===== config.mk =====
export PLATFORM = sky130hd
export DESIGN_NAME = chan_prio_sched
export DESIGN_NICKNAME = d
export VERILOG_FILES = /design/src/rtl/chan_sched_pkg.sv /design/src/rtl/chan_prio_sched_rr_pick.sv /design/src/rtl/chan_prio_sched.sv
export SDC_FILE = /design/constraint.sdc
export NUM_CORES = 1
export LEC_CHECK = 0
export ABC_AREA = 0
export BUFFER_PORTS_ARGS = -buffer_cell sky130_fd_sc_hd__buf_2
export CAP_MARGIN = 10
export CORE_MARGIN = 2
export CORE_UTILIZATION = 40
export CTS_CLUSTER_SIZE = 16
export DETAILED_ROUTE_END_ITERATION = 6
export HOLD_SLACK_MARGIN = 0.12
export PLACE_DENSITY_LB_ADDON = 0.25
export REMOVE_ABC_BUFFERS = 1
export SETUP_SLACK_MARGIN = 0.4
export SYNTH_ARGS = -nofsm -noshare
export SYNTH_HDL_FRONTEND = slang
export SYNTH_SLANG_ARGS = --single-unit

===== constraint.sdc =====
create_clock -name i_clk -period 5.3 [get_ports i_clk]
set_input_delay 0.795 -clock i_clk [delete_from_list [all_inputs] [get_ports i_clk]]
set_output_delay 0.795 -clock i_clk [all_outputs]
set_load 0.03 [all_outputs]

===== src/rtl/chan_sched_pkg.sv =====
// +-----------------------------------------------------------------------+
// | chan_sched_pkg : shared types and defaults for the channel scheduler  |
// | Rev 1.0                                                               |
// +-----------------------------------------------------------------------+
`default_nettype none

package chan_sched_pkg;

    localparam int PORTNUM_DEF       = 16;
    localparam int MAX_GRANT_CYC_DEF = 64;

    typedef enum logic [1:0] {
        IDLE    = 2'd0,
        GRANT   = 2'd1,
        RELEASE = 2'd2
    } sched_st_e;

endpackage

`default_nettype wire


===== src/rtl/chan_prio_sched_rr_pick.sv =====
// +-----------------------------------------------------------------------+
// | rr_pick : rotating priority encoder, first set bit at or above ptr    |
// | Rev 1.0                                                               |
// +-----------------------------------------------------------------------+
`default_nettype none

module rr_pick
    import chan_sched_pkg::*;
#(
    parameter int N = PORTNUM_DEF,
    parameter int W = $clog2(N)
) (
    input  logic [N-1:0] i_req,
    input  logic [W-1:0] i_ptr,
    output logic         o_found,
    output logic [W-1:0] o_idx
);

    logic [W-1:0] w_cand;

    // Scan from the farthest offset back to the pointer so the nearest hit wins;
    // N is a power of two, so the W-bit add wraps for free.
    always_comb begin
        o_found = 1'b0;
        o_idx   = '0;
        w_cand  = '0;
        for (int i = N - 1; i >= 0; i--) begin
            w_cand = i_ptr + W'(i);
            if (i_req[w_cand]) begin
                o_found = 1'b1;
                o_idx   = w_cand;
            end
        end
    end

endmodule

`default_nettype wire


===== src/rtl/chan_prio_sched.sv =====
// +-----------------------------------------------------------------------+
// | chan_prio_sched : two-class round-robin packet scheduler              |
// | Optional watchdog: define CHAN_SCHED_WATCHDOG_EN                      |
// | Rev 1.0                                                               |
// +-----------------------------------------------------------------------+
`default_nettype none

module chan_prio_sched
    import chan_sched_pkg::*;
#(
    parameter int PORTNUM       = PORTNUM_DEF,
    parameter int SELW          = $clog2(PORTNUM),
    parameter int MAX_GRANT_CYC = MAX_GRANT_CYC_DEF
) (
    input  logic               i_clk,
    input  logic               i_rst_n,
    input  logic [PORTNUM-1:0] i_req,
    input  logic [PORTNUM-1:0] i_hi_pri,
    input  logic               i_end,
    output logic [PORTNUM-1:0] o_grant,
    output logic [SELW-1:0]    o_sel,
    output logic               o_en,
    output logic               o_ready,
    output logic               o_timeout
);

    if (((1 << SELW) != PORTNUM) || (MAX_GRANT_CYC < 2)) begin : g_cfg_check
        $error("chan_prio_sched: PORTNUM must be a power of two and MAX_GRANT_CYC >= 2");
    end

    sched_st_e          r_state;
    logic [PORTNUM-1:0] r_grant;
    logic [SELW-1:0]    r_sel;
    logic               r_en;
    logic               r_ready;
    logic               r_timeout;
    logic               r_cls_hi;
    logic [SELW-1:0]    r_hi_ptr;
    logic [SELW-1:0]    r_lo_ptr;

    logic [PORTNUM-1:0] w_hi_req;
    logic [PORTNUM-1:0] w_lo_req;
    logic               w_hi_found;
    logic               w_lo_found;
    logic [SELW-1:0]    w_hi_idx;
    logic [SELW-1:0]    w_lo_idx;
    logic [SELW-1:0]    w_win_sel;
    logic [PORTNUM-1:0] w_win_grant;
    logic               w_wd_expire;

    assign w_hi_req = i_req & i_hi_pri;
    assign w_lo_req = i_req & ~i_hi_pri;

    rr_pick #(.N(PORTNUM), .W(SELW)) u_pick_hi (
        .i_req   (w_hi_req),
        .i_ptr   (r_hi_ptr),
        .o_found (w_hi_found),
        .o_idx   (w_hi_idx)
    );

    rr_pick #(.N(PORTNUM), .W(SELW)) u_pick_lo (
        .i_req   (w_lo_req),
        .i_ptr   (r_lo_ptr),
        .o_found (w_lo_found),
        .o_idx   (w_lo_idx)
    );

    assign w_win_sel   = w_hi_found ? w_hi_idx : w_lo_idx;
    assign w_win_grant = PORTNUM'(1) << w_win_sel;

`ifdef CHAN_SCHED_WATCHDOG_EN
    localparam int              c_cnt_w   = (MAX_GRANT_CYC > 2) ? $clog2(MAX_GRANT_CYC) : 1;
    localparam logic [c_cnt_w-1:0] c_cnt_lim = c_cnt_w'(MAX_GRANT_CYC - 1);

    logic [c_cnt_w-1:0] r_wd_cnt;

    // Held at zero outside GRANT, so it reads 0 in the first GRANT cycle.
    always_ff @(posedge i_clk or negedge i_rst_n) begin
        if (!i_rst_n) begin
            r_wd_cnt <= '0;
        end else if (r_state != GRANT) begin
            r_wd_cnt <= '0;
        end else begin
            r_wd_cnt <= r_wd_cnt + c_cnt_w'(1);
        end
    end

    assign w_wd_expire = (r_state == GRANT) && (r_wd_cnt == c_cnt_lim);
`else
    assign w_wd_expire = 1'b0;
`endif

    always_ff @(posedge i_clk or negedge i_rst_n) begin
        if (!i_rst_n) begin
            r_state   <= IDLE;
            r_grant   <= '0;
            r_sel     <= '0;
            r_en      <= 1'b0;
            r_ready   <= 1'b0;
            r_timeout <= 1'b0;
            r_cls_hi  <= 1'b0;
            r_hi_ptr  <= '0;
            r_lo_ptr  <= '0;
        end else begin
            r_timeout <= 1'b0;
            case (r_state)
                IDLE: begin
                    if (w_hi_found || w_lo_found) begin
                        r_state  <= GRANT;
                        r_grant  <= w_win_grant;
                        r_sel    <= w_win_sel;
                        r_en     <= 1'b1;
                        r_ready  <= 1'b0;
                        r_cls_hi <= w_hi_found;
                    end else begin
                        r_ready  <= 1'b1;
                    end
                end
                GRANT: begin
                    // A real end on the limit edge wins over the watchdog.
                    if (i_end || w_wd_expire) begin
                        r_state   <= RELEASE;
                        r_grant   <= '0;
                        r_en      <= 1'b0;
                        r_timeout <= ~i_end;
                        if (r_cls_hi) begin
                            r_hi_ptr <= r_sel + SELW'(1);
                        end else begin
                            r_lo_ptr <= r_sel + SELW'(1);
                        end
                    end
                end
                RELEASE: begin
                    r_state <= IDLE;
                    r_ready <= 1'b1;
                end
                default: begin
                    r_state <= IDLE;
                    r_grant <= '0;
                    r_en    <= 1'b0;
                    r_ready <= 1'b0;
                end
            endcase
        end
    end

    assign o_grant   = r_grant;
    assign o_sel     = r_sel;
    assign o_en      = r_en;
    assign o_ready   = r_ready;
    assign o_timeout = r_timeout;

endmodule

`default_nettype wire


==> impl_metrics.xml <==
<?xml version="1.0" encoding="UTF-8"?>
<metrics>
  <group name="floorplanning">
    <metric name="start_util" unit="%">40.7</metric>
    <metric name="die_width" unit="microns">136</metric>
    <metric name="boundaryPins" unit="">58</metric>
    <metric name="fp.coreArea" unit="sq mm">0.0172</metric>
    <metric name="rows" unit="">48</metric>
    <metric name="die_height" unit="microns">136</metric>
    <metric name="dieArea" unit="sq mm">0.0186</metric>
  </group>
  <group name="grt">
    <metric name="first_global_vias" unit="">7216</metric>
    <metric name="grt_use_met2" unit="%">44.9</metric>
    <metric name="groute.layer.met3.usage" unit="%">2.91</metric>
    <metric name="grt-ovfl-total" unit="">0</metric>
    <metric name="pin_count_of_the_biggest_net_entering_global_routing" unit="">54</metric>
    <metric name="grt_use_total" unit="%">27.2</metric>
    <metric name="number_of_antenna_violations_at_the_first_check_in_global_routing" unit="">0</metric>
    <metric name="globalRoute.busiestLayer" unit="">met2</metric>
    <metric name="grt_pass1_wl" unit="mm">39.9</metric>
    <metric name="grtUsageMet1" unit="%">37.4</metric>
  </group>
  <group name="cts">
    <metric name="clock_transition_at_the_register_clock_pins_on_the_worst_setup_and_hold_paths_after_cts" unit="ps">50</metric>
    <metric name="cts_hold_buf" unit="">0</metric>
    <metric name="clock_insertion_delay_at_the_later_pin_of_the_skew_report" unit="ps">280</metric>
    <metric name="cts_max_level" unit="">2</metric>
    <metric name="cts_setup_buffers" unit="">0</metric>
    <metric name="clock_tree_root" unit="">clkbuf_16</metric>
    <metric name="number_of_clock_buffers_inserted_by_tritoncts" unit="">5</metric>
    <metric name="cts_resized" unit="">0</metric>
    <metric name="cts_tree" unit="">built</metric>
    <metric name="max-clock-path-buffers" unit="">2</metric>
    <metric name="clock_sink_count" unit="">33</metric>
  </group>
  <group name="cells_and_area">
    <metric name="fillCellCount" unit="">1740</metric>
    <metric name="final_layout_size_suffix_gt1_share" unit="%">19.7</metric>
    <metric name="multi_input_gate_area_in_the_final_layout" unit="sq mm">0.00583</metric>
    <metric name="syn2layout_area_growth" unit="%">9.32</metric>
    <metric name="ff_latch_area" unit="sq um">827</metric>
    <metric name="insertedDiodeCount" unit="">0</metric>
    <metric name="final_nets" unit="">936</metric>
  </group>
  <group name="synth">
    <metric name="yosys-top-cells-area" unit="">mux4_2 12%, dfrtp_1 12%, mux2i_1 5.0%</metric>
    <metric name="synth_commonest_cells" unit="">76 x nand2_1, 56 x nor2_1, 37 x mux4_2</metric>
    <metric name="post_synth_inst_count" unit="">844</metric>
    <metric name="netlist.area_leader.share" unit="%">11.9</metric>
    <metric name="synthFlopType" unit="">dfrtp_1</metric>
    <metric name="synth_seq_cells" unit="">33</metric>
    <metric name="synthesis.area" unit="sq mm">0.00700</metric>
    <metric name="synth_edf_count" unit="">0</metric>
    <metric name="syn_area_per_cell" unit="sq um">8.29</metric>
    <metric name="ys_seq_area_share" unit="%">11.8</metric>
    <metric name="post_synth_and_or_nand_nor_area_fraction" unit="%">31.5</metric>
    <metric name="synth.largest_area_cell" unit="">mux4_2</metric>
    <metric name="ys_warn_count" unit="">0</metric>
    <metric name="post_synth_fa_ha_maj_area_fraction" unit="%">2.68</metric>
    <metric name="postSynth.asyncResetShare" unit="%">100</metric>
    <metric name="synth_compound_area_share" unit="%">24.1</metric>
    <metric name="largest_family_of_logic_cells_by_synthesized_area" unit="">simple AND/OR/NAND/NOR gates</metric>
    <metric name="synth.most_common_cell" unit="">nand2_1</metric>
    <metric name="synthDistinctLibCells" unit="">97</metric>
    <metric name="yosys-mux-area-fraction" unit="%">20.0</metric>
    <metric name="synth_xor_xnor_area_share" unit="%">4.85</metric>
  </group>
  <group name="routing">
    <metric name="routed_via_density" unit="">6.89</metric>
    <metric name="drc" unit="">0</metric>
    <metric name="dr_total_vias" unit="">7659</metric>
    <metric name="number_of_nets_with_antenna_violations_after_detailed_routing" unit="">0</metric>
    <metric name="detail_route.iter0.violations" unit="">792</metric>
    <metric name="wl_per_cell" unit="microns">22.7</metric>
    <metric name="drt_pass1_iterations" unit="">5</metric>
    <metric name="drt-total-wl" unit="mm">25.3</metric>
  </group>
  <group name="critical_path">
    <metric name="rr_worst_depth" unit="">11</metric>
    <metric name="timing.critical_path.arrival" unit="ps">4810</metric>
    <metric name="end_point_of_the_critical_path" unit="">o_grant[5]$_DFFE_PN0P_</metric>
    <metric name="path_max_fanout" unit="">53</metric>
    <metric name="cp-start-kind" unit="">flop</metric>
    <metric name="critPathKind" unit="">reg -&gt; reg</metric>
    <metric name="regToRegEndpoint" unit="">o_grant[5]$_DFFE_PN0P_</metric>
    <metric name="endpoint_kind" unit="">flop</metric>
    <metric name="ff2ff_setup_slack" unit="ps">700</metric>
    <metric name="beginning_of_the_worst_register_to_register_path" unit="">r_lo_ptr[0]$_DFFE_PN0P_</metric>
    <metric name="crit_path_start" unit="">r_lo_ptr[0]$_DFFE_PN0P_</metric>
    <metric name="worst_ep_required_time" unit="ps">5510</metric>
  </group>
  <group name="placed_design">
    <metric name="numPortBuffers" unit="">56</metric>
    <metric name="dp_hpwl" unit="mm">19.4</metric>
    <metric name="place.gp.congestion" unit="">0.967</metric>
  </group>
  <group name="timing">
    <metric name="setup-tns-final" unit="ps">0</metric>
    <metric name="maxSlewHeadroom" unit="%">38.6</metric>
    <metric name="fin_crit_sh" unit="%">86.7</metric>
    <metric name="report.final.setup_viol" unit="">0</metric>
    <metric name="grt_setup_unrepaired" unit="">false</metric>
    <metric name="max_clock_freq" unit="MHz">218</metric>
    <metric name="clock-skew-final" unit="ps">3.01</metric>
    <metric name="worst_pin_slew" unit="ps">921</metric>
    <metric name="final_max_slew_viol_count" unit="">0</metric>
    <metric name="timing_hold_violations_final" unit="">0</metric>
    <metric name="period_needed" unit="ps">4600</metric>
  </group>
  <group name="outcome">
    <metric name="run_status" unit="">completed</metric>
  </group>
  <group name="run">
    <metric name="cap_violations" unit="">0</metric>
  </group>
  <group name="worst_hold_path">
    <metric name="worst_hold_path_type" unit="">reg -&gt; reg</metric>
  </group>
</metrics>
-- routing by layer --
layer | up-vias | part of all wire, %
met5 | - | 0
li1 | 3498 | -
met4 | 0 | 2.8
met1 | 3725 | 43
met2 | 379 | 47
met3 | 57 | 7.4
-- stage by stage --
| stage | utilization [%] | setup slack, ps | hold WS (ps) | instance area (sq um) | std cells |
|---|---|---|---|---|---|
| after floorplan | - | 336 | 458 | 6730 | 795 |
| final | 44.5 | 703 | 486 | 7650 | 1112 |
| after global routing | 44.5 | 466 | 517 | 7650 | 1112 |
| after detailed placement | 43.7 | 673 | 471 | 7500 | 1104 |
| after CTS | 44.5 | 603 | 490 | 7640 | 1112 |
| after global placement | 43.7 | 695 | 470 | 7500 | 1104 |
-- how the worst min path moves through the flow --
stage,from,end,cells past startpoint
6_report,o_en$_DFFE_PN0P_,o_en$_DFFE_PN0P_,2
5_1_grt,o_grant[6]$_DFFE_PN0P_,o_grant[6]$_DFFE_PN0P_,1
4_1_cts,o_en$_DFFE_PN0P_,o_en$_DFFE_PN0P_,2
3_5_place_dp,o_en$_DFFE_PN0P_,o_en$_DFFE_PN0P_,2
3_3_place_gp,o_en$_DFFE_PN0P_,o_en$_DFFE_PN0P_,2
2_1_floorplan,r_state[0]$_DFFE_PN0P_,o_ready$_DFFE_PN0N_,1
-- final cells by class --
| type | count | area share (%) |
|---|---|---|
| clock buffers | 5 | 1.64 |
| clock inverters | 3 | 0.229 |
| inverters | 20 | 1.01 |
| multi-input cells | 742 | 76.2 |
| flip-flops and latches | 33 | 10.8 |
| well taps | 225 | 3.68 |
| repair buffers | 84 | 6.41 |
-- state kept, by name, indices dropped and copies added (netlist names) --
| name | count |
|---|---|
| o_grant | 16 |
| o_sel | 4 |
| r_hi_ptr | 4 |
| r_lo_ptr | 4 |
| r_state | 2 |
| o_en | 1 |
| o_ready | 1 |
| r_cls_hi | 1 |
-- worst max-delay path, stage by stage (launching register included) --
cell and delay, ps:
dfrtp_2 480, buf_4 320, nor3b_1 620, nor4_1 130
nor4_2 710, mux2i_1 400, o2111ai_1 310, a2111oi_0 140
nor4b_1 590, a2bb2oi_2 210, nor3_2 370, a32o_1 230
-- logic make-up after synthesis --
family,Yosys count
other,1
and+or+nand+nor,374
adders and majority gates,15
xor gates and xnor gates,37
buffers and inverters,69
muxes,91
DFF,33
AOI/OAI and AO/OA,224
-- layout by cell type (no fill, tap or decap), drive strengths merged, types with 17 or more instances in the layout --
cell type / count
nor4: 26
nand3: 19
buf: 84
inv: 18
nand2: 76
nor2: 56
dfrtp: 33
a32o: 17
mux2: 19
mux4: 37
nand4: 32
a21oi: 30
nand2b: 19
xnor2: 27
mux2i: 35
o21ai: 40
Power is left out: the tool's default activity adds up to more than one toggle a clock period on the data nets, which glitch-free logic cannot reach.
